<file path="src/rtl/cla_serial_adder_ctrl.sv">
// cla_serial_adder_ctrl: a WIDTH-bit adder built from one shared 4-bit CLA slice.
// Each cycle the slice adds one nibble, least-significant nibble first. The slice
// carry-out is registered and used as the carry-in for the next nibble.
// Optional feature macro: CLA_SERIAL_OVF_EN adds a registered two's-complement
// overflow output (ovf).
// WIDTH must be a multiple of 4 and at least 4.

// 4-bit carry-lookahead slice (purely combinational)
module cla_adder_4bit (
  input  logic [3:0] a,
  input  logic [3:0] b,
  input  logic       cin,
  output logic [3:0] sum,
  output logic       cout
);
  logic [3:0] g;
  logic [3:0] p;
  logic [4:0] c;

  assign g = a & b;
  assign p = a ^ b;

  // lookahead carries, all derived from cin without rippling
  always_comb begin
    c[0] = cin;
    c[1] = g[0] | (p[0] & cin);
    c[2] = g[1] | (p[1] & g[0]) | (p[1] & p[0] & cin);
    c[3] = g[2] | (p[2] & g[1]) | (p[2] & p[1] & g[0]) | (p[2] & p[1] & p[0] & cin);
    c[4] = g[3] | (p[3] & g[2]) | (p[3] & p[2] & g[1]) | (p[3] & p[2] & p[1] & g[0])
         | (p[3] & p[2] & p[1] & p[0] & cin);
  end

  assign sum  = p ^ c[3:0];
  assign cout = c[4];
endmodule

module cla_serial_adder_ctrl #(
  parameter int WIDTH = 16
) (
  input  logic             clk,
  input  logic             rst,
  input  logic             in_valid,
  output logic             in_ready,
  input  logic [WIDTH-1:0] a,
  input  logic [WIDTH-1:0] b,
  input  logic             cin,
  output logic             out_valid,
  input  logic             out_ready,
  output logic [WIDTH-1:0] sum,
`ifdef CLA_SERIAL_OVF_EN
  output logic             ovf,
`endif
  output logic             cout
);
  localparam int NIBBLES = WIDTH / 4;
  localparam int CW      = (NIBBLES > 1) ? $clog2(NIBBLES) : 1;
  localparam logic [CW-1:0] LAST = CW'(NIBBLES - 1);

  typedef enum logic [1:0] {IDLE = 2'd0, ADD = 2'd1, DONE = 2'd2} state_t;

  state_t           state;
  state_t           state_next;
  logic [CW-1:0]    counter;
  logic             carry;
  logic [WIDTH-1:0] a_sh;
  logic [WIDTH-1:0] b_sh;
  logic [WIDTH-1:0] res_sh;
  logic [WIDTH-1:0] res_next;
  logic [3:0]       slice_sum;
  logic             slice_cout;
  logic             accept;
  logic             last_pass;
`ifdef CLA_SERIAL_OVF_EN
  logic             a_msb;
  logic             b_msb;
`endif

  assign accept    = in_valid & in_ready;
  assign last_pass = (counter == LAST);

  cla_adder_4bit u_slice (
    .a    (a_sh[3:0]),
    .b    (b_sh[3:0]),
    .cin  (carry),
    .sum  (slice_sum),
    .cout (slice_cout)
  );

  // New slice sum enters the result register from the MSB side.
  // A 4-bit instance has no older nibbles to shift down.
  generate
    if (WIDTH > 4) begin : g_wide
      assign res_next = {slice_sum, res_sh[WIDTH-1:4]};
    end else begin : g_narrow
      assign res_next = slice_sum;
    end
  endgenerate

  // FSM state register
  always_ff @(posedge clk or posedge rst) begin
    if (rst) state <= IDLE;
    else     state <= state_next;
  end

  // FSM next-state logic
  always_comb begin
    state_next = state;
    case (state)
      IDLE:    if (accept)    state_next = ADD;  else state_next = IDLE;
      ADD:     if (last_pass) state_next = DONE; else state_next = ADD;
      DONE:    if (out_ready) state_next = IDLE; else state_next = DONE;
      default: state_next = IDLE;
    endcase
  end

  // Handshake outputs registered from the next state
  always_ff @(posedge clk or posedge rst) begin
    if (rst) begin
      in_ready  <= 1'b1;
      out_valid <= 1'b0;
    end else begin
      in_ready  <= (state_next == IDLE);
      out_valid <= (state_next == DONE);
    end
  end

  // Datapath: operand capture, per-nibble pass, and result load on DONE entry
  always_ff @(posedge clk or posedge rst) begin
    if (rst) begin
      counter <= '0;
      carry   <= 1'b0;
      a_sh    <= '0;
      b_sh    <= '0;
      res_sh  <= '0;
      sum     <= '0;
      cout    <= 1'b0;
`ifdef CLA_SERIAL_OVF_EN
      a_msb   <= 1'b0;
      b_msb   <= 1'b0;
      ovf     <= 1'b0;
`endif
    end else begin
      case (state)
        IDLE: begin
          if (accept) begin
            a_sh    <= a;
            b_sh    <= b;
            carry   <= cin;
            counter <= '0;
`ifdef CLA_SERIAL_OVF_EN
            a_msb   <= a[WIDTH-1];
            b_msb   <= b[WIDTH-1];
`endif
          end
        end
        ADD: begin
          res_sh <= res_next;
          carry  <= slice_cout;
          a_sh   <= a_sh >> 3'd4;
          b_sh   <= b_sh >> 3'd4;
          if (last_pass) begin
            sum  <= res_next;
            cout <= slice_cout;
`ifdef CLA_SERIAL_OVF_EN
            ovf  <= a_msb ^ b_msb ^ res_next[WIDTH-1] ^ slice_cout;
`endif
          end else begin
            counter <= counter + CW'(1);
          end
        end
        DONE: begin
          counter <= counter;
        end
        default: begin
          counter <= '0;
        end
      endcase
    end
  end
endmodule
</file>
<file path="config.mk">
export PLATFORM = sky130hd
export DESIGN_NAME = cla_serial_adder_ctrl
export DESIGN_NICKNAME = d
export VERILOG_FILES = /design/src/rtl/cla_serial_adder_ctrl.sv
export SDC_FILE = /design/constraint.sdc
export NUM_CORES = 1
export LEC_CHECK = 0
export BUFFER_PORTS_ARGS = -buffer_cell sky130_fd_sc_hd__buf_2
export CAP_MARGIN = 30
export CORE_UTILIZATION = 49
export DETAILED_ROUTE_END_ITERATION = 10
export PLACE_DENSITY = 0.75
export RECOVER_POWER = 50
export SYNTH_ARGS = -nofsm -noshare
export SYNTH_HDL_FRONTEND = slang
export SYNTH_HIERARCHICAL = 1
export SYNTH_SLANG_ARGS = --single-unit
</file>
<file path="constraint.sdc">
create_clock -name clk -period 2.2 [get_ports clk]
set_input_delay 0.44 -clock clk [delete_from_list [all_inputs] [get_ports clk]]
set_output_delay 0.44 -clock clk [all_outputs]
set_load 0.05 [all_outputs]
</file>
# Word level (Yosys, flattened, before mapping)
# Index checks and enable logic that the tools add are counted.
# Widths: inputs -> output; s select.
[word_totals] input_bits=37 elab_cells=67 ff_bits=72 out_inout_bits=19
[op_classes] n_reduce_logical=6 n_mux=13 n_eq_ne=6 addsub=1 bitwise_logic=31
[op_table] operator="$pmux 16 s2" n=2
[op_table] operator="$mux 16" n=2
[op_table] operator="$and 1x1->1" n=17
[op_table] operator="$pmux 2 s3" n=2
[op_table] operator="$or 1x1->1" n=10
[op_table] operator="$mux 2" n=4
[op_table] operator="$xor 4x4->4" n=2
[op_table] operator="$eq 2x2->1 const B" n=3
[op_table] operator="$and 4x4->4" n=1
[op_table] operator="$logic_not 2->1" n=2
[op_table] operator="$ne 2x2->1 const B" n=2
[op_table] operator="$reduce_and 2->1" n=2
[op_table] operator="$reduce_and 3->1" n=1
[op_table] operator="$add 2x1->2 const B" n=1
[op_table] operator="$eq 2x1->1 const B" n=1
[op_table] operator="$mux 1" n=2
[op_table] operator="$pmux 1 s2" n=1
[op_table] operator="$reduce_bool 2->1" n=1
[op_table] operator="$not 1->1" n=1

# Logic depth before layout (Yosys ltp)
# Gate-level depths: netlist of the first run.
[depth] depth_word=7 ltp_mapped=6 mapped_depth_nobuf=6

# Cells and area by module
# Netlist of the first run, hierarchy kept.
[modules_own_cells] module="cla_serial_adder_ctrl" cells_each=245 area_each_um2=2831.5 n_inst=1 seq_area_each_um2=1702.9
[modules_own_cells] module="cla_adder_4bit" cells_each=17 area_each_um2=147.6 n_inst=1 seq_area_each_um2=0.0

# Worst setup path after synthesis of the first run
# No wires, ideal clock.
[synth_path] path_kind="register -> register" startpoint="register a_sh[0]" endpoint="register cout" arrival_time_ns=1.499 n_path_buf=0 setup_time_ns=0.125 path_stages_with_launch=6 required_ns=2.075 slack_ns=0.576 synth_period_minus_slack_ns=1.624 cell_sequence="dfrtp_1 ha_1 a21o_1 a31o_1 a21o_1 mux2_2"
[synth_between] elab_chain_cells=4 word_cells_on_any_way=7 classes_between="bitwise (7)"
[synth_lines] element="from (decl)" line="65" source="logic [WIDTH-1:0] a_sh;"
[synth_lines] element="from (signal assigned)" line="159" source="a_sh <= a_sh >> 3'd4;"
[synth_lines] element="$and 4x4->4 or $xor 4x4->4 (tied branches)" line="20, 21"
[synth_lines] element="$and 1x1->1 (on tied branches)" line="29, 30"
[synth_lines] element="$or 1x1->1 or $and 1x1->1 (tied branches)" line="29, 30"
[synth_lines] element="$or 1x1->1 *" line="30" source="| (p[3] & p[2] & p[1] & p[0] & cin);"
[synth_lines] element="via slice_cout" line="70" source="logic slice_cout;"
[synth_lines] element="to (signal assigned)" line="163" source="cout <= slice_cout;"
[synth_lines] element="to (decl)" line="53" source="output logic cout"
# Mark *: on every way through the listed nets, which the timed path passes. The rest lies on a longest branch.
# A chain may end at the register's enable or synchronous reset.

# Worst setup path in the final report of the first run
[layout_path] startpoint="register state[1]" endpoint="register b_sh[13]"
[layout_between] elab_chain_cells=3 word_cells_on_any_way=6 classes_between="eq/ne (2); mux (1); reduce/logical (3)"
[layout_lines] element="from (decl)" line="61" source="state_t state;"
[layout_lines] element="from (signal assigned)" line="102" source="else state <= state_next;"
[layout_lines] element="$eq 2x1->1 or $logic_not 2->1 (tied branches)" line="143" source="case (state)"
[layout_lines] element="$reduce_bool 2->1 (no source line) or $ne 2x2->1 (tied branches)"
[layout_lines] element="$reduce_and 2->1 (no source line)"
[layout_lines] element="to (signal assigned)" line="160" source="b_sh <= b_sh >> 3'd4;"
[layout_lines] element="to (decl)" line="66" source="logic [WIDTH-1:0] b_sh;"
# Parallel ways exist; a longest one is shown, timed or not.

==> results of run 1 <==
metal layers:
metal | up-vias | GRT usage, % | part of all wire, %
met5 | - | 0 | 0
met4 | 0 | 11.96 | 1.9
met3 | 16 | 5.257 | 4.1
met2 | 54 | 37.35 | 48
met1 | 1099 | 28.61 | 46
li1 | 1077 | - | -
layout make-up:
| type | count | area share (%) |
|---|---|---|
| well taps | 75 | 2.645 |
| multi-input cells | 168 | 32.76 |
| inverters | 11 | 1.164 |
| repair buffers | 62 | 8.815 |
| clock buffers | 11 | 4.267 |
| clock inverters | 5 | 2.362 |
| flip-flops and latches | 68 | 47.99 |
synthesized netlist by cell type (all sizes together), types with 2 or more instances:
cell type,n
nand3b,2
a21o,3
o21ai,7
a22oi,8
xnor2,3
buf,8
a22o,3
o22ai,39
a21oi,16
a2bb2oi,8
dfrtp,67
nand2,43
nand2b,3
ha,5
clkbuf,7
a32o,2
inv,10
mux2,17
registers in the layout (all words and copies together) (netlist names):
name and flops:
sum 16, counter 2, out_valid 1, a_sh 16, res_sh 12, b_sh 16, state 2, carry 1
in_ready 1, cout 1
path summary, 6_finish.rpt:
kind                           start    endpoint  slack [ps]  cells after the start
setup / recovery            state[1]    b_sh[13]         380                      4
hold / removal                 b[14]    b_sh[14]         310                      2
setup reg to reg            state[1]    b_sh[13]         380                      4
hold reg to reg            res_sh[7]   res_sh[7]         490                      2
max in group asynchronous        rst  res_sh[13]         770                      3
min in group asynchronous        rst     b_sh[6]         420                      3
metrics by stage:
stage / power (mW) / area [µm²] / setup WS (ps)
2_1_floorplan: 4.588 / 2979 / 50.15
3_3_place_gp: 5.153 / 3341 / 538.9
3_5_place_dp: 5.300 / 3341 / 485.7
4_1_cts: 6.497 / 3576 / 475.4
5_1_grt: 6.859 / 3548 / 211.4
6_report: 6.459 / 3548 / 376.6
logic make-up after synthesis:
kind of cell	count (synthesis)	share of synthesized area (%)
AOI/OAI and AO/OA	88	19.53
DFF	68	57.16
and+or+nand+nor	52	7.770
buffers and inverters	26	3.822
muxes	18	7.770
adders and majority gates	6	2.772
xor gates and xnor gates	4	1.176
power groups by stage:
stage / clock [mW] / sequential (mW) / combinational [mW]
CTS: 1.20 / 2.33 / 2.96
finish: 1.19 / 2.33 / 2.94
global placement: 0 / 2.32 / 2.84
global route: 1.26 / 2.41 / 3.19
detailed placement: 0 / 2.34 / 2.96
floorplan: 0 / 2.76 / 1.83
worst reg2reg max path, cell delays in order, from the launching register on:
cell	delay (ps)
sky130_fd_sc_hd__dfrtp_1	580
sky130_fd_sc_hd__nand3b_1	160
sky130_fd_sc_hd__clkbuf_1	570
sky130_fd_sc_hd__nor2_1	170
sky130_fd_sc_hd__a22o_1	230
==> PnR_summary.wiki, run 1 <==
{| class="wikitable"
! Metric !! Value
|-
| Share of post-route cells with drive strength above 1 || 29.23%
|-
| Relative contribution of the clock network to total power || 18.4%
|-
| Clock root buffer master || sky130_fd_sc_hd__clkbuf_8
|-
| # fillers || ~510
|-
| Post-synthesis instance area || 2979 µm²
|-
| Iteration count of the initial detailed-routing pass || 4
|-
| Worst hold-check path type || primary input to flip-flop
|-
| Clock edge transition at the registers on the reported setup and hold paths || 70 ps
|-
| Seq cells post-synth || 68
|-
| Count of warnings emitted by yosys || 6
|-
| Synth Net Count || 305
|-
| Hold-fix buffer count after cts || 0
|-
| Placed cell count || 384
|-
| Post-synthesis cell type count || 37
|-
| Net switching power || 2.734 mW
|-
| Sequential power share || 36.1%
|-
| Number of clock sinks || roughly 70
|-
| Leading cell types in the layout, fill and taps excluded || 67 x sky130_fd_sc_hd__dfrtp_1, 51 x sky130_fd_sc_hd__buf_2, 42 x sky130_fd_sc_hd__nand2_1
|-
| Most frequent standard cell in the layout excluding fill and tap cells || sky130_fd_sc_hd__dfrtp_1
|-
| CTS-repair resized insts || 0
|-
| Post-layout util || 60.29%
|-
| Signal arrival time at the worst endpoint || 2060 ps
|-
| Status || complete, no violations
|-
| Share of total power in combinational logic || 45.5%
|-
| Startpoint type of the worst setup path || flip-flop
|-
| I/O pins || 56
|-
| Die Area || roughly 6400 µm²
|-
| Number of rows created at floorplan || 28
|-
| Horizontal die dimension || roughly 80 µm
|-
| Pin count of the biggest net entering global routing || around 40
|-
| Internal power of the cells || 3.725 mW
|-
| Prevailing post-synth register cell || sky130_fd_sc_hd__dfrtp_1
|-
| Count of final max-slew check failures || 0
|-
| Count of nets left with antenna violations after detail routing || 0
|-
| Worst setup skew after layout || just under 10 ps
|-
| Highest net fanout along the worst path || 16
|-
| RSZ-0062 raised after global routing || false
|-
| Power density of the placed cells || 1820 nW/µm²
|-
| Syn Area/Cell || between 10 and 15 µm²
|-
| Largest cells by area after synthesis || sky130_fd_sc_hd__dfrtp_1 56%, sky130_fd_sc_hd__o22ai_1 8.2%, sky130_fd_sc_hd__nand2_1 5.3%, sky130_fd_sc_hd__mux2_4 4.0%, sky130_fd_sc_hd__mux2_2 3.4%
|-
| Classification of the worst setup path || flip-flop to flip-flop
|-
| Number of design-rule violations left by the first detailed-router iteration || between 90 and 100
|-
| Detail-routed via count per cell || 5.615
|-
| TritonCTS clock tree || built
|-
| Yosys top cell by area || sky130_fd_sc_hd__dfrtp_1
|-
| Worst-case hold slack || between 300 and 400 ps
|-
| Initial antenna violation count || 0
|-
| Grt ovf || 0
|-
| Routed via count || approximately 2.2k
|-
| Core area || 5886 µm²
|-
| Cell family with the largest share of critical-path delay || flip-flops
|-
| Number of setup violations in the final report || 0
|-
| Critical path's slowest cell || sky130_fd_sc_hd__dfrtp_1
|-
| Critical path endpoint category || flip-flop
|-
| Vertical die dimension || 79.98 µm
|-
| Final net count || 363
|-
| Count of mapped cells out of synthesis || around 260
|-
| Period utilisation layout || approximately 83%
|-
| Final antenna diode count || 0
|-
| Clk_lat worst skew || roughly 350 ps
|-
| Final wirelength || between 6 and 7 mm
|-
| Share of flip-flops with an asynchronous set or reset after synthesis || 100.0%
|-
| Area added between synthesis and finish || 19.11%
|-
| Top-area cell type share of the netlist area || between 50% and 60%
|-
| Post-synth EDFFs || 0
|-
| Net Sw Frac || 42.33%
|-
| Buffers & Inverters on Critical Path || 1
|-
| Area occupied by multi-input gates || 1162 µm²
|-
| Register area || 1703 µm²
|-
| Slew headroom || roughly 4.2%
|-
| Global-route wire length before repair || roughly 11 mm
|-
| Maximum resistive drop on vdd || roughly 910 µV
|-
| Post-CTS setup buffer count || 0
|-
| Setup TNS after final layout || 0 ps
|-
| Worst stage delay on the critical path || about 580 ps
|-
| Critical Path, Cell by Cell || nand3b_1 -> clkbuf_1 -> nor2_1 -> a22o_1
|-
| Final RePlAce weighted congestion || 0.7863
|-
| LEAKAGE || 1.732 nW
|-
| Post-route DRC violation count || 0
|-
| Post-layout instance count excluding filler cells || 400
|-
| Number of max-cap violations || 0
|-
| Endpoint required time on the critical path || 2430 ps
|-
| Clock period minus final worst setup slack || between 1500 and 2000 ps
|-
| Num CTS Buffers || 9
|-
| Detailed-route wire length per cell || 16.25 µm
|-
| Maximum level of the CTS H-tree || 3
|-
| Share of the yosys chip area belonging to registers || a little under three fifths
|-
| CTS Buffer Depth || 2
|-
| Post-DP HPWL || 4.465 mm
|-
| Number of global-route vias before repair || ~2.2k
|-
| Buffers added on ports || 55
|-
| Final hold violation count || 0
|-
| Maximum achievable frequency || 548.4 MHz
|-
| Global routing usage summed across all routing layers || a little under a quarter
|-
| Slew at the pin closest to its max-slew limit || 1436 ps
|-
| Effective utilization at floorplan || 50.62%
|}
(Power assumes the default switching activity.)
==> run 2, diff against run 1 <==
==> constraint.sdc (replaced) <==
create_clock -name clk -period 1.6 [get_ports clk]
set_input_delay 0.32 -clock clk [delete_from_list [all_inputs] [get_ports clk]]
set_output_delay 0.32 -clock clk [all_outputs]
set_load 0.05 [all_outputs]
==> run 2 against run 1 <==
Effect of this change: non-clock buffer count rose by 11; maximum frequency increased by 15%; die area is the same; critical path depth grew 1; combinational power up 47%; critical endpoint is now cout; largest cell class unchanged; largest power group unchanged.
==> PnR_summary.wiki, run 2 (synthesized netlist as in run 1, its figures left out) <==
{| class="wikitable"
! Metric !! Value
|-
| Power density of the placed cells || between 2000 and 2500 nW/µm²
|-
| Maximum level of the CTS H-tree || 3
|-
| Post-layout util || between 60% and 70%
|-
| Global-route wire length before repair || roughly 11 mm
|-
| Initial antenna violation count || 0
|-
| Signal arrival time at the worst endpoint || 1820 ps
|-
| Worst hold-check path type || primary input to asynchronous set/reset pin
|-
| Count of nets left with antenna violations after detail routing || 0
|-
| Terminus of the critical flop-to-flop path || cout
|-
| TritonCTS clock tree || built
|-
| Dpl cell area || 3452 µm²
|-
| Slew at the pin closest to its max-slew limit || 847.8 ps
|-
| Share of post-route cells with drive strength above 1 || 33.04%
|-
| Slew headroom || 43.17%
|-
| Final antenna diode count || 0
|-
| Worst reg-to-reg setup slack || 10 ps
|-
| Length in cells of the worst reg-to-reg path || 5
|-
| Leading cell types in the layout, fill and taps excluded || 67 x sky130_fd_sc_hd__dfrtp_1, 55 x sky130_fd_sc_hd__buf_2, 42 x sky130_fd_sc_hd__nand2_1
|-
| Post-Place Setup Slack || -36.20 ps
|-
| Period utilisation layout || 99.40%
|-
| Detailed-route wire length per cell || about 16 µm
|-
| Classification of the worst setup path || flip-flop to flip-flop
|-
| Critical path endpoint category || flip-flop
|-
| I/O pins || 56
|-
| Core area || 5886 µm²
|-
| Vertical die dimension || 79.98 µm
|-
| Highest net fanout along the worst path || 2
|-
| Number of max-cap violations || 0
|-
| Buffers added on ports || 55
|-
| Horizontal die dimension || 79.98 µm
|-
| CTS Buffer Depth || 2
|-
| Design Power || 9.062 mW
|-
| Most frequent standard cell in the layout excluding fill and tap cells || sky130_fd_sc_hd__dfrtp_1
|-
| Post-route DRC violation count || 0
|-
| Die Area || around 6400 µm²
|-
| Placed cell count || approximately 400
|-
| Pin count of the biggest net entering global routing || 32
|-
| Setup TNS after final layout || 0 ps
|-
| Clk_lat worst skew || 340 ps
|-
| Finished Cell Area || ~3700 µm²
|-
| Num CTS Buffers || 9
|-
| Routed via count || 2300
|-
| Effective utilization at floorplan || around half
|-
| Final hold violation count || 0
|-
| Registers with the most flip-flops || a_sh (16), b_sh (16), sum (16)
|-
| Iteration count of the initial detailed-routing pass || 4
|-
| Count of final max-slew check failures || 0
|-
| Setup WS post-layout || 9.548 ps
|-
| Worst setup skew after layout || between 8 and 9 ps
|-
| Number of setup violations in the final report || 0
|-
| Number of rows created at floorplan || 28
|-
| Hold-fix buffer count after cts || 0
|-
| Number of design-rule violations left by the first detailed-router iteration || between 100 and 150
|-
| Final net count || 374
|-
| Post-layout instance count excluding filler cells || around 410
|-
| Number of global-route vias before repair || approximately 2.4k
|-
| Maximum resistive drop on vdd || ~1400 µV
|-
| Detail-routed via count per cell || 5.596
|-
| Post-DP HPWL || 4.546 mm
|-
| Status || complete, no violations
|-
| LEAKAGE || 1.809 nW
|-
| Worst-case hold slack || 96.30 ps
|-
| Maximum achievable frequency || 628.8 MHz
|-
| Final wirelength || roughly 6.4 mm
|-
| Grt ovf || 0
|-
| Endpoint required time on the critical path || 1830 ps
|-
| Clock root buffer master || sky130_fd_sc_hd__clkbuf_8
|-
| Final RePlAce weighted congestion || around 0.85
|-
| Global routing usage summed across all routing layers || 23.05%
|-
| Area added between synthesis and finish || 22.55%
|-
| RSZ-0062 raised after global routing || true
|-
| FF-to-FF Start || b_sh[0]
|-
| Clock edge transition at the registers on the reported setup and hold paths || 80 ps
|-
| Number of clock sinks || between 60 and 70
|-
| Startpoint type of the worst setup path || flip-flop
|-
| Clock period minus final worst setup slack || 1590 ps
|}
## run 2: repair_timing
item,4_1_cts,5_1_grt
setup endpoints to repair,2,3
hold endpoints to repair,0,0
gates resized for setup,0,1
pin swaps,4,1
gates cloned,0,0
setup buffers,0,0
## run 2: worst max path at each step
stage / from / endpoint / slack [ps]
floorplan: a_sh[0] / cout / 20
global placement: a_sh[0] / cout / 10
detailed placement: a_sh[0] / cout / -40
CTS: b_sh[0] / cout / -20
global route: a_sh[0] / cout / -50
finish: b_sh[0] / cout / 10
## run 2: where the power goes
group          switching (mW)  internal (mW)
sequential              0.553           2.56
combinational            2.55           1.76
clock                   0.634           1.00
total                    3.74           5.32
## run 2: layer usage
metal	GRT usage, %	routed length (µm)	vias to the layer above
met2	36.92	3098	65
met4	10.89	146	0
met5	0	0	-
li1	-	-	1092
met1	29.08	2908	1127
met3	5.943	264	16
## run 2: critical path, stage by stage, from the launching register on
cell and delay [ps]:
sky130_fd_sc_hd__dfrtp_1 390, sky130_fd_sc_hd__ha_1 300, sky130_fd_sc_hd__a21o_1 170, sky130_fd_sc_hd__a31o_1 200, sky130_fd_sc_hd__a21o_1 170, sky130_fd_sc_hd__mux2_2 250
## run 2: cell type report
class,instances,area (µm²)
fill,488,2235
sequential,68,1703
multi-input combinational,168,1179
timing repair buffer,73,397.9
clock buffer,12,165.2
tap,75,93.84
clock inverter,4,70.07
inverter,11,42.54
